===== src/rtl/led_scroll_feeder_if.sv =====
// Purpose: host-side bundle for the scroll feeder (message load, mode control, window outputs).
// Latency: none, wires only.
// Backpressure: none; every signal is a plain level or strobe.
//
// Signals:
//   wr_en/wr_addr/wr_data : message memory write port
//   msg_last              : index of last valid nibble (length = msg_last+1)
//   run/step              : auto-scroll level, single-step pulse
//   hex3..hex0            : registered window digits, hex3 leftmost
//   pos/wrap/busy         : window start pointer, wrap pulse, running flag
interface led_scroll_feeder_if;
   logic       wr_en;
   logic [3:0] wr_addr;
   logic [3:0] wr_data;
   logic [3:0] msg_last;
   logic       run;
   logic       step;
   logic [3:0] hex3;
   logic [3:0] hex2;
   logic [3:0] hex1;
   logic [3:0] hex0;
   logic [3:0] pos;
   logic       wrap;
   logic       busy;

   modport master (
      output wr_en, wr_addr, wr_data, msg_last, run, step,
      input  hex3, hex2, hex1, hex0, pos, wrap, busy
   );

   modport slave (
      input  wr_en, wr_addr, wr_data, msg_last, run, step,
      output hex3, hex2, hex1, hex0, pos, wrap, busy
   );
endinterface


===== src/rtl/led_scroll_feeder.sv =====
// Purpose: 16-nibble message store presenting a scrolling 4-digit window to the 7-seg driver.
// Latency: ptr/memory change at edge n shows on hex3..hex0 at edge n+1; pos has no added latency.
// Backpressure: none; writes, steps and run are taken every cycle.
//
// Ports:
//   clk, reset : clock, asynchronous active-high reset
//   bus        : led_scroll_feeder_if.slave (write port, msg_last, run/step in;
//                hex3..hex0, pos, wrap, busy out)
module led_scroll_feeder #(
   parameter int SCROLL_DIV = 25000000,
   parameter int CNT_W      = 25
) (
   input  logic                 clk,
   input  logic                 reset,
   led_scroll_feeder_if.slave   bus
);

   typedef enum logic {IDLE, RUN} state_t;

   localparam logic [CNT_W-1:0] CNT_LAST = CNT_W'(SCROLL_DIV - 1);

   state_t           state;
   state_t           state_nxt;
   logic [CNT_W-1:0] cnt;
   logic [CNT_W-1:0] cnt_nxt;
   logic [3:0]       ptr;
   logic [3:0]       ptr_nxt;
   logic             wrap_nxt;
   logic             adv;
   logic             wrap_q;
   logic             busy_q;
   logic [3:0]       mem [16];
   logic [3:0]       hex_q [4];
   logic [3:0]       idx [4];
   logic [4:0]       len;

   // Next-state, scroll counter and pointer update.
   always_comb begin
      state_nxt = state;
      cnt_nxt   = '0;
      ptr_nxt   = ptr;
      wrap_nxt  = 1'b0;
      adv       = 1'b0;

      case (state)
         IDLE: begin
            adv = bus.step;
            if (bus.run) state_nxt = RUN;
         end
         RUN: begin
            // Dropping run clears the counter and suppresses the pending advance.
            if (!bus.run)              state_nxt = IDLE;
            else if (cnt == CNT_LAST)  adv       = 1'b1;
            else                       cnt_nxt   = cnt + 1'b1;
         end
         default: state_nxt = IDLE;
      endcase

      // A pointer left beyond a shortened message snaps home without a wrap pulse.
      if (ptr > bus.msg_last) begin
         ptr_nxt = '0;
      end else if (adv) begin
         if (ptr == bus.msg_last) begin
            ptr_nxt  = '0;
            wrap_nxt = 1'b1;
         end else begin
            ptr_nxt  = ptr + 4'd1;
         end
      end
   end

   // Window indices: exact modulo of the message length, so short messages repeat.
   always_comb begin
      len = {1'b0, bus.msg_last} + 5'd1;
      for (int k = 0; k < 4; k++) begin
         idx[k] = 4'(({1'b0, ptr} + 5'(k)) % len);
      end
   end

   always_ff @(posedge clk or posedge reset) begin
      if (reset) begin
         state  <= IDLE;
         cnt    <= '0;
         ptr    <= '0;
         wrap_q <= 1'b0;
         busy_q <= 1'b0;
         for (int i = 0; i < 16; i++) mem[i] <= '0;
         for (int k = 0; k < 4; k++) hex_q[k] <= '0;
      end else begin
         state  <= state_nxt;
         cnt    <= cnt_nxt;
         ptr    <= ptr_nxt;
         wrap_q <= wrap_nxt;
         busy_q <= (state_nxt == RUN);
         if (bus.wr_en) mem[bus.wr_addr] <= bus.wr_data;
         // Window is sampled from the current ptr/memory, hence one edge behind them.
         for (int k = 0; k < 4; k++) hex_q[k] <= mem[idx[k]];
      end
   end

   assign bus.hex3 = hex_q[0];
   assign bus.hex2 = hex_q[1];
   assign bus.hex1 = hex_q[2];
   assign bus.hex0 = hex_q[3];
   assign bus.pos  = ptr;
   assign bus.wrap = wrap_q;
   assign bus.busy = busy_q;

endmodule


===== src/flat_wrapper.sv =====
// flat-port wrapper written by rule: the top's interface ports become plain ports
module led_scroll_feeder_flat 
#(
   parameter int SCROLL_DIV = 25000000,
   parameter int CNT_W      = 25
)
  (clk, reset, bus_wr_en, bus_wr_addr, bus_wr_data, bus_msg_last, bus_run, bus_step, bus_hex3, bus_hex2, bus_hex1, bus_hex0, bus_pos, bus_wrap, bus_busy);
  led_scroll_feeder_if bus_i ();
  input  logic clk;
  input  logic reset;
  input wire logic [$bits(bus_i.wr_en)-1:0] bus_wr_en;
  input wire logic [$bits(bus_i.wr_addr)-1:0] bus_wr_addr;
  input wire logic [$bits(bus_i.wr_data)-1:0] bus_wr_data;
  input wire logic [$bits(bus_i.msg_last)-1:0] bus_msg_last;
  input wire logic [$bits(bus_i.run)-1:0] bus_run;
  input wire logic [$bits(bus_i.step)-1:0] bus_step;
  output wire logic [$bits(bus_i.hex3)-1:0] bus_hex3;
  output wire logic [$bits(bus_i.hex2)-1:0] bus_hex2;
  output wire logic [$bits(bus_i.hex1)-1:0] bus_hex1;
  output wire logic [$bits(bus_i.hex0)-1:0] bus_hex0;
  output wire logic [$bits(bus_i.pos)-1:0] bus_pos;
  output wire logic [$bits(bus_i.wrap)-1:0] bus_wrap;
  output wire logic [$bits(bus_i.busy)-1:0] bus_busy;
  assign bus_i.wr_en = bus_wr_en;
  assign bus_i.wr_addr = bus_wr_addr;
  assign bus_i.wr_data = bus_wr_data;
  assign bus_i.msg_last = bus_msg_last;
  assign bus_i.run = bus_run;
  assign bus_i.step = bus_step;
  assign bus_hex3 = bus_i.hex3;
  assign bus_hex2 = bus_i.hex2;
  assign bus_hex1 = bus_i.hex1;
  assign bus_hex0 = bus_i.hex0;
  assign bus_pos = bus_i.pos;
  assign bus_wrap = bus_i.wrap;
  assign bus_busy = bus_i.busy;
  led_scroll_feeder #(.SCROLL_DIV(SCROLL_DIV), .CNT_W(CNT_W)) u_core (.clk(clk), .reset(reset), .bus(bus_i));
endmodule

===== config.mk =====
export PLATFORM = sky130hd
export DESIGN_NAME = led_scroll_feeder_flat
export DESIGN_NICKNAME = d
export VERILOG_FILES = /design/src/rtl/led_scroll_feeder_if.sv /design/src/rtl/led_scroll_feeder.sv /design/src/flat_wrapper.sv
export SDC_FILE = /design/constraint.sdc
export NUM_CORES = 1
export LEC_CHECK = 0
export ABC_AREA = 1
export CELL_PAD_IN_SITES_DETAIL_PLACEMENT = 2
export CELL_PAD_IN_SITES_GLOBAL_PLACEMENT = 2
export CORE_MARGIN = 4
export CORE_UTILIZATION = 37
export DETAILED_ROUTE_END_ITERATION = 10
export PLACE_DENSITY = 0.9
export SYNTH_ARGS = -nofsm -noshare
export SYNTH_HDL_FRONTEND = slang
export SYNTH_SLANG_ARGS = --single-unit

===== constraint.sdc =====
create_clock -name clk -period 20.4 [get_ports clk]
set_input_delay 3.06 -clock clk [delete_from_list [all_inputs] [get_ports clk]]
set_output_delay 3.06 -clock clk [all_outputs]
set_load 0.01 [all_outputs]

==> results.cfg <==
[clock_tree]
clockBufferDepth = 2
cts-root-buf = clkbuf_16
holdBufCountCts = 0
post_cts_buffers = 0
clk_latency_ns = 0.39
htreeDepth = 3
cts_made_buffers = 9
clkTransAtPathRegs_ns = 0.10
cts.repair.resized = 0
clkSinkCount = 111
cts_tree = built

[worst_hold_path]
holdPathStages = 1
hold_class = reg -> reg

[grt]
grt_pass1_vias = 13800
grt_start_max_net_pins = 76
overflow = 0
antenna_found_initial = 1
grtUsageTotal_pct = 31.1
grt_pass1_wl_mm = 81.1

[sta]
slew_viol_final = 0
fin_setup_tns_ns = 0
rsz0062_at_grt = false
fin_crit_sh_pct = 56.5
tightest_slew_ns = 1.14
worst_slew_margin_rel_pct = 23.7
finClkSkew_ns = 0.0251
min_period_ns = 11.53
finalSetupViolations = 0
max_freq_mhz = 86.7
hold_viol = 0

[route]
routed_wl_mm = 51.5
firstDrtPassIters = 5
antenna_left = 0
drc = 0
viasPerCell = 5.77
routed-via-count = 12600
drtIter0Drc = 924
wl_per_cell_um = 23.6

[finish]
nets = 1890
fin_area_sq_mm = 0.0119
layout_common_cells = nand2_1, inv_1, nand3_1, dfrtp_1, o21ai_0
area_delta_synth_final_pct = 8.99
layout-drive-gt1-share_pct = 5.47
layout_commonest_cell = nand2_1
fillers = 3655
diodes = 0

[critical_path]
path_common_cell = nand2_1
worstSetupPathType = in -> reg
slowest_stage = nand2_1
reg2reg_depth = 53
slowest_delay_ns = 0.77
cp_data_required_time_ns = 20.68
crit_fanout = 33
endpoint_kind = register
r2r_slack_ns = 11.40
cp-start-kind = primary input
crit_arrival_ns = 11.81

[floorplan]
fp.dieW_um = 180
io_pins = 39
start_util_pct = 37.9
die_h_um = 180
num_rows = 62
core-area_sq_mm = 0.0289
die_area_sq_mm = 0.0324

[logic_synthesis]
synthCells = 1778
syn_nets = 1880
ys_warn_count = 0
synth_edf_count = 0
yosysSeqAreaShare_pct = 25.3
synth-seq-cells = 111
syn_area_per_cell_sq_um = 6.17
ys_types = 52
async_flop_share_pct = 100
ys.flop_type = dfrtp_1
netlist_area_sq_mm = 0.0110

[run]
drv_cap = 0

[placement]
place_congestion = 0.891
io_buffers = 38
placed_cell_area_sq_mm = 0.0116
dp.final_hpwl_mm = 37.4

[status]
status = completed
-- flip-flops by register name (all words and copies together) (netlist names) --
name	count
u_core.state	1
u_core.mem	64
u_core.bus.pos	4
u_core.cnt	25
u_core.bus.hex0	4
u_core.bus.hex2	4
u_core.bus.hex3	4
u_core.bus.hex1	4
u_core.bus.wrap	1
-- cells in the mapped netlist (5+ instances only) --
cell type | count | area (sq um)
o21ai_1 | 33 | 165
xor2_1 | 19 | 166
a31oi_1 | 5 | 31.3
nand4_1 | 23 | 144
clkbuf_1 | 11 | 41.3
nand3_1 | 133 | 666
buf_4 | 6 | 45.0
or2_2 | 11 | 68.8
nor2_1 | 69 | 259
inv_1 | 134 | 503
inv_2 | 17 | 63.8
nand2_4 | 5 | 56.3
a21oi_1 | 33 | 165
fa_1 | 5 | 100
nand3_2 | 9 | 90.1
xnor2_1 | 22 | 193
nand2_1 | 828 | 3110
nor3_1 | 18 | 90.1
dfrtp_1 | 111 | 2780
a21o_1 | 5 | 37.5
o21ai_0 | 110 | 551
buf_2 | 25 | 125
nand2_2 | 20 | 125
ha_1 | 80 | 1000
-- metal layers --
layer | share of wire, % | routed length (um) | global-route usage (%)
met2 | 47 | 24100 | 52.1
met1 | 44 | 22400 | 40.5
met4 | 3.3 | 1710 | 10.2
met5 | 0.031 | 16 | 0
met3 | 6.3 | 3240 | 5.95
-- critical path: cells and delay by family --
family,cells,cell delay (ns)
buffers and inverters,5,1.24
AND/OR/NAND/NOR,34,4.98
adder cells (fa/ha/maj),5,1.58
AO/OA/AOI/OAI,4,0.86
-- layout make-up --
cell class / count / area (sq um) / share of cell area [%]
multi-input cells: 1469 / 7370 / 61.7
flip-flops and latches: 111 / 2780 / 23.2
inverters: 152 / 573 / 4.80
well taps: 384 / 480 / 4.02
repair buffers: 45 / 433 / 3.62
clock buffers: 9 / 225 / 1.88
clock inverters: 7 / 86.3 / 0.723
-- cells by family (layout without fill, tap and decap cells) --
logic type | Yosys count | after routing | synth area share [%]
compound gates | 200 | 200 | 9.78
simple gates | 1141 | 1141 | 43.9
mux | 1 | 1 | 0.0913
fa+ha+maj | 85 | 85 | 10.0
flops | 111 | 111 | 25.3
xor+xnor | 42 | 42 | 3.42
buf+inv | 198 | 213 | 7.41
-- worst paths after layout --
path | startpoint | end
hold reg to reg | u_core.cnt[0] | u_core.cnt[0]
hold / removal | u_core.cnt[0] | u_core.cnt[0]
max in group asynchronous | reset | u_core.bus.hex0[1]
setup / recovery | bus_msg_last[0] | u_core.bus.hex0[1]
min in group asynchronous | reset | u_core.cnt[6]
setup reg to reg | u_core.bus.pos[1] | u_core.bus.hex3[1]
-- per-stage QoR --
step	util, %	setup WS, ns	hold WS (ns)	instances
2_1_floorplan	-	11.30	0.433	1778
3_5_place_dp	40.2	8.61	0.473	2161
5_1_grt	41.3	7.99	0.530	2177
3_3_place_gp	40.2	9.44	0.450	2161
6_report	41.3	8.87	0.502	2177
4_1_cts	41.3	8.96	0.504	2177
Power is not shown: default switching activity piles up to over one toggle a cycle in this logic, so the estimate is an artifact.
==> patch 1, RTL diff (same flow settings) <==
`CNT_W` is set to 25 in 2 places; all go to 50.
--- a/src/rtl/led_scroll_feeder.sv
+++ b/src/rtl/led_scroll_feeder.sv
@@ -10,3 +10,3 @@
    parameter int SCROLL_DIV = 25000000,
-   parameter int CNT_W      = 25
+   parameter int CNT_W      = 50
 ) (
--- a/src/flat_wrapper.sv
+++ b/src/flat_wrapper.sv
@@ -4,3 +4,3 @@
    parameter int SCROLL_DIV = 25000000,
-   parameter int CNT_W      = 25
+   parameter int CNT_W      = 50
 )
Behaviour: no difference found for any inputs over 4 cycles, from zero or initial values and one cycle with reset high; that may be too few to reach the edited logic, so the function may still have changed.
==> patch 1 against the unedited design <==
Register-to-register slack worse by 0.09 ns. Design area up 16%. Synthesized area up 14%. Wire length up 8.6%. Worst setup slack better by 0.14 ns. Non-clock buffer count up 2. Final cell count up 13%. Sequential cell count up 25. Synthesized cell count up 12%.
Power is not shown: default switching activity piles up to over one toggle a cycle in this logic, so the estimate is an artifact.
==> patch 1: results (changes against the unedited design) <==
metric	value	unit	change
outcome	completed		
Max stage delay on crit path	0.72	ns	-0.05 ns
share of cells above drive strength 1	0.0529		-0.00171
crit-path max FO	36		+9.1%
vias in the first global route	15678		+13%
clk_skew	0.0118	ns	-0.0133 ns
largest net degree at the start of global routing	83		+9.2%
placed insts	2437		+13%
Post-synth top cells	nand2_1 (886), inv_1 (156), nand3_1 (142), dfrtp_1 (136), o21ai_0 (135)		
Least-Margin Pin Slew	1.23	ns	+0.0902 ns
Clk Latency, worst-skew pair	0.46	ns	+0.07 ns
Yosys cell types	54		+3.8%
1st-iter DRT viols	898		-2.8%
Num CTS Buffers	17		+8
Synth area leaders	dfrtp_1 (27%), nand2_1 (27%), ha_1 (8.1%), nand3_1 (5.7%), o21ai_0 (5.4%)		
WL final	55900	um	+8.6%
Top Registers	u_core.mem: 64 flops, u_core.cnt: 50 flops		
Fill cells	4142		+13%
antenna violations before repair	0		-1
Seq/Total Area, Yosys	0.273		+0.0192
Total GRT Usage	0.305		-0.00542
H-tree depth	4		+1
Vias/cell	5.70		-1.3%
syn nets	2092		+11%
R2R depth	49		-7.5%
[patch 1: cell types whose count changed after synthesis, sizes merged, moves of 8 or more]
cell	unedited run	this run
nand2	853	906
nor3	19	49
dfrtp	111	136
inv	151	170
xor2	19	35
nor4	3	16
nor2	72	84
nand3	142	153
nand4	24	35
o21ai	144	152
[patch 1: area by class of cell]
cell class,instances,share of cell area
clock buffer,19,0.0312
timing repair buffer,47,0.0323
sequential,136,0.246
multi-input combinational,1631,0.592
inverter,175,0.0478
tap,448,0.0405
clock inverter,13,0.0106
[patch 1: stage by stage]
| stage | instance area (um2) | hold slack [ns] | setup slack (ns) |
|---|---|---|---|
| floorplan | 12500 | 0.433 | 11.39 |
| global placement | 13300 | 0.448 | 9.38 |
| detailed placement | 13300 | 0.471 | 8.70 |
| CTS | 13900 | 0.480 | 9.17 |
| global route | 13900 | 0.512 | 8.23 |
| finish | 13900 | 0.478 | 9.01 |
[patch 1: final timing paths]
path,start,endpoint,slack (ns)
hold / removal,u_core.cnt[0],u_core.cnt[0],0.48
max in group asynchronous,reset,u_core.bus.hex0[1],16.02
min in group asynchronous,reset,u_core.cnt[7],3.13
setup reg to reg,u_core.bus.pos[1],u_core.bus.hex3[3],11.31
setup / recovery,bus_msg_last[0],u_core.bus.hex3[3],9.01
hold reg to reg,u_core.cnt[0],u_core.cnt[0],0.48
[patch 1: kinds of logic after synthesis]
| group | after synthesis | share of synthesized area |
|---|---|---|
| adders and majority gates | 85 | 0.0876 |
| and+or+nand+nor | 1274 | 0.433 |
| buffers and inverters | 223 | 0.0705 |
| muxes | 1 | 0.000802 |
| xor gates and xnor gates | 61 | 0.0434 |
| DFF | 136 | 0.273 |
| AOI/OAI and AO/OA | 210 | 0.0919 |
[patch 1: per-layer routing]
metal / part of all wire / vias up / wire length [um] / global-route usage
li1: - / 6445 / - / -
met1: 0.44 / 7239 / 24500 / 0.388
met2: 0.50 / 306 / 27800 / 0.543
met3: 0.041 / 81 / 2280 / 0.0342
met4: 0.025 / 0 / 1380 / 0.0953
met5: 0 / - / 0 / 0
[patch 1: worst reg2reg max path, delay by kind of cell (launching register included)]
family	cells	cell delay (ns)
AO/OA/AOI/OAI	5	1.37
adder cells (fa/ha/maj)	5	1.77
buffers and inverters	6	0.86
flip-flops	1	0.77
AND/OR/NAND/NOR	33	4.25
==> patch 2, RTL diff (same settings) <==
Made on the original files. Make the reset (`reset`) synchronous in one clocked block. Comments in the files are not updated.
--- a/src/rtl/led_scroll_feeder.sv
+++ b/src/rtl/led_scroll_feeder.sv
@@ -79,3 +79,3 @@
 
-   always_ff @(posedge clk or posedge reset) begin
+   always_ff @(posedge clk) begin
       if (reset) begin
Check against the original RTL: differs if reset is asserted again (counterexample within 4 cycles, from zero or initial values and one cycle with reset high); with reset held inactive, the same outputs for 4 cycles.
==> patch 2 against the unedited design <==
Sequential cell count is the same. Wire length fell by 7.2%. Synthesized area shrank 3.6%. Design area down 3.7%. Worst setup slack gained 0.34 ns. Clock skew fell by 0.0043 ns. Critical path type unchanged. Critical endpoint is now u_core.hex_q[1][1].
==> patch 2: results (changes against the unedited design) <==
metric	value	unit	change
outcome	completed		
Layout Nets	1761		-6.8%
GP Congestion	0.888		-0.34%
Synth area leaders	nand2_1 (25%), edfxtp_1 (18%), ha_1 (9.7%), dfxtp_1 (8.9%), nand3_1 (5.1%)		
Max stage delay on crit path	0.61	ns	-0.16 ns
Seq/Total Area, Yosys	0.271		+0.0176
clk_skew	0.0208	ns	-0.00425 ns
Total GRT Usage	0.303		-0.00797
antenna violations before repair	2		+1
Post-synth EDFFs	64		+64
share of cells above drive strength 1	0.0595		+0.00487
r2r setup slk	11.83	ns	+0.43 ns
critical path arrival	11.51	ns	-0.30 ns
Fill cells	3561		-2.6%
first-pass GRT wire length	73700	um	-9.1%
asr flop ratio synth	0		-1.00
1st-iter DRT viols	811		-12%
Clk Latency, worst-skew pair	0.41	ns	+0.02 ns
post-DP HPWL	35300	um	-5.6%
Area after DPL	11200	um2	-3.7%
Vias/cell	5.64		-2.3%
Sequential Area	2860	um2	+3.1%
Post-synth top cells	nand2_1 (700), inv_1 (138), nor2_1 (127), nand3_1 (107), o21ai_0 (89)		
Worst path slowest cell	nand2_2		
syn nets	1750		-6.9%
==> patch 2: logic make-up (layout without fill, tap and decap cells) <==
family | Yosys count | after routing | share of synthesized area
AND/OR/NAND/NOR | 1050 | 1050 | 0.424
buffers and inverters | 193 | 209 | 0.0785
AO/OA/AOI/OAI | 166 | 166 | 0.0870
flip-flops | 111 | 111 | 0.271
adder cells (fa/ha/maj) | 86 | 86 | 0.105
XOR/XNOR | 41 | 41 | 0.0347
==> patch 2: worst max-delay path, delay by kind of cell <==
kind | cells | cell delay, ns
compound gates | 6 | 1.57
xor+xnor | 1 | 0.53
fa+ha+maj | 5 | 1.56
buf+inv | 4 | 0.80
simple gates | 29 | 3.97
==> patch 2: final timing paths <==
check	to	cells after the start	from
worst max-delay path	u_core.hex_q[1][1]	45	bus_msg_last[0]
worst min-delay path	u_core.cnt[24]	1	u_core.cnt[24]
worst max register to register	u_core.hex_q[2][2]	53	u_core.bus.pos[2]
worst min register to register	u_core.cnt[24]	1	u_core.cnt[24]
==> patch 2: stage by stage <==
step,hold WS (ns),setup WS [ns],power (mW),instances
after global placement,0.433,9.54,1.17,2025
after floorplan,0.418,11.38,0.950,1647
final,0.505,9.21,1.48,2041
after detailed placement,0.486,8.89,1.24,2025
after global routing,0.539,8.59,1.58,2041
after CTS,0.493,9.27,1.46,2041
==> patch 2: layer usage <==
| layer | GRT usage | share of wire |
|---|---|---|
| met4 | 0.108 | 0.033 |
| met1 | 0.386 | 0.43 |
| met3 | 0.0423 | 0.053 |
| met5 | 0 | 0.00042 |
| met2 | 0.523 | 0.48 |
==> patch 2: area by class of cell <==
cell class,instances,share of cell area
Inverter,147,0.0482
Timing Repair Buffer,46,0.0383
Tap cell,378,0.0411
Multi-Input combinational cell,1343,0.597
Sequential cell,111,0.249
Clock inverter,7,0.00685
Clock buffer,9,0.0196
==> patch 2: where the power goes <==
part           internal, mW  leakage, nW  switching (mW)
combinational         0.281         4.55           0.720
clock                0.0888        0.151           0.110
sequential            0.258        0.993          0.0218
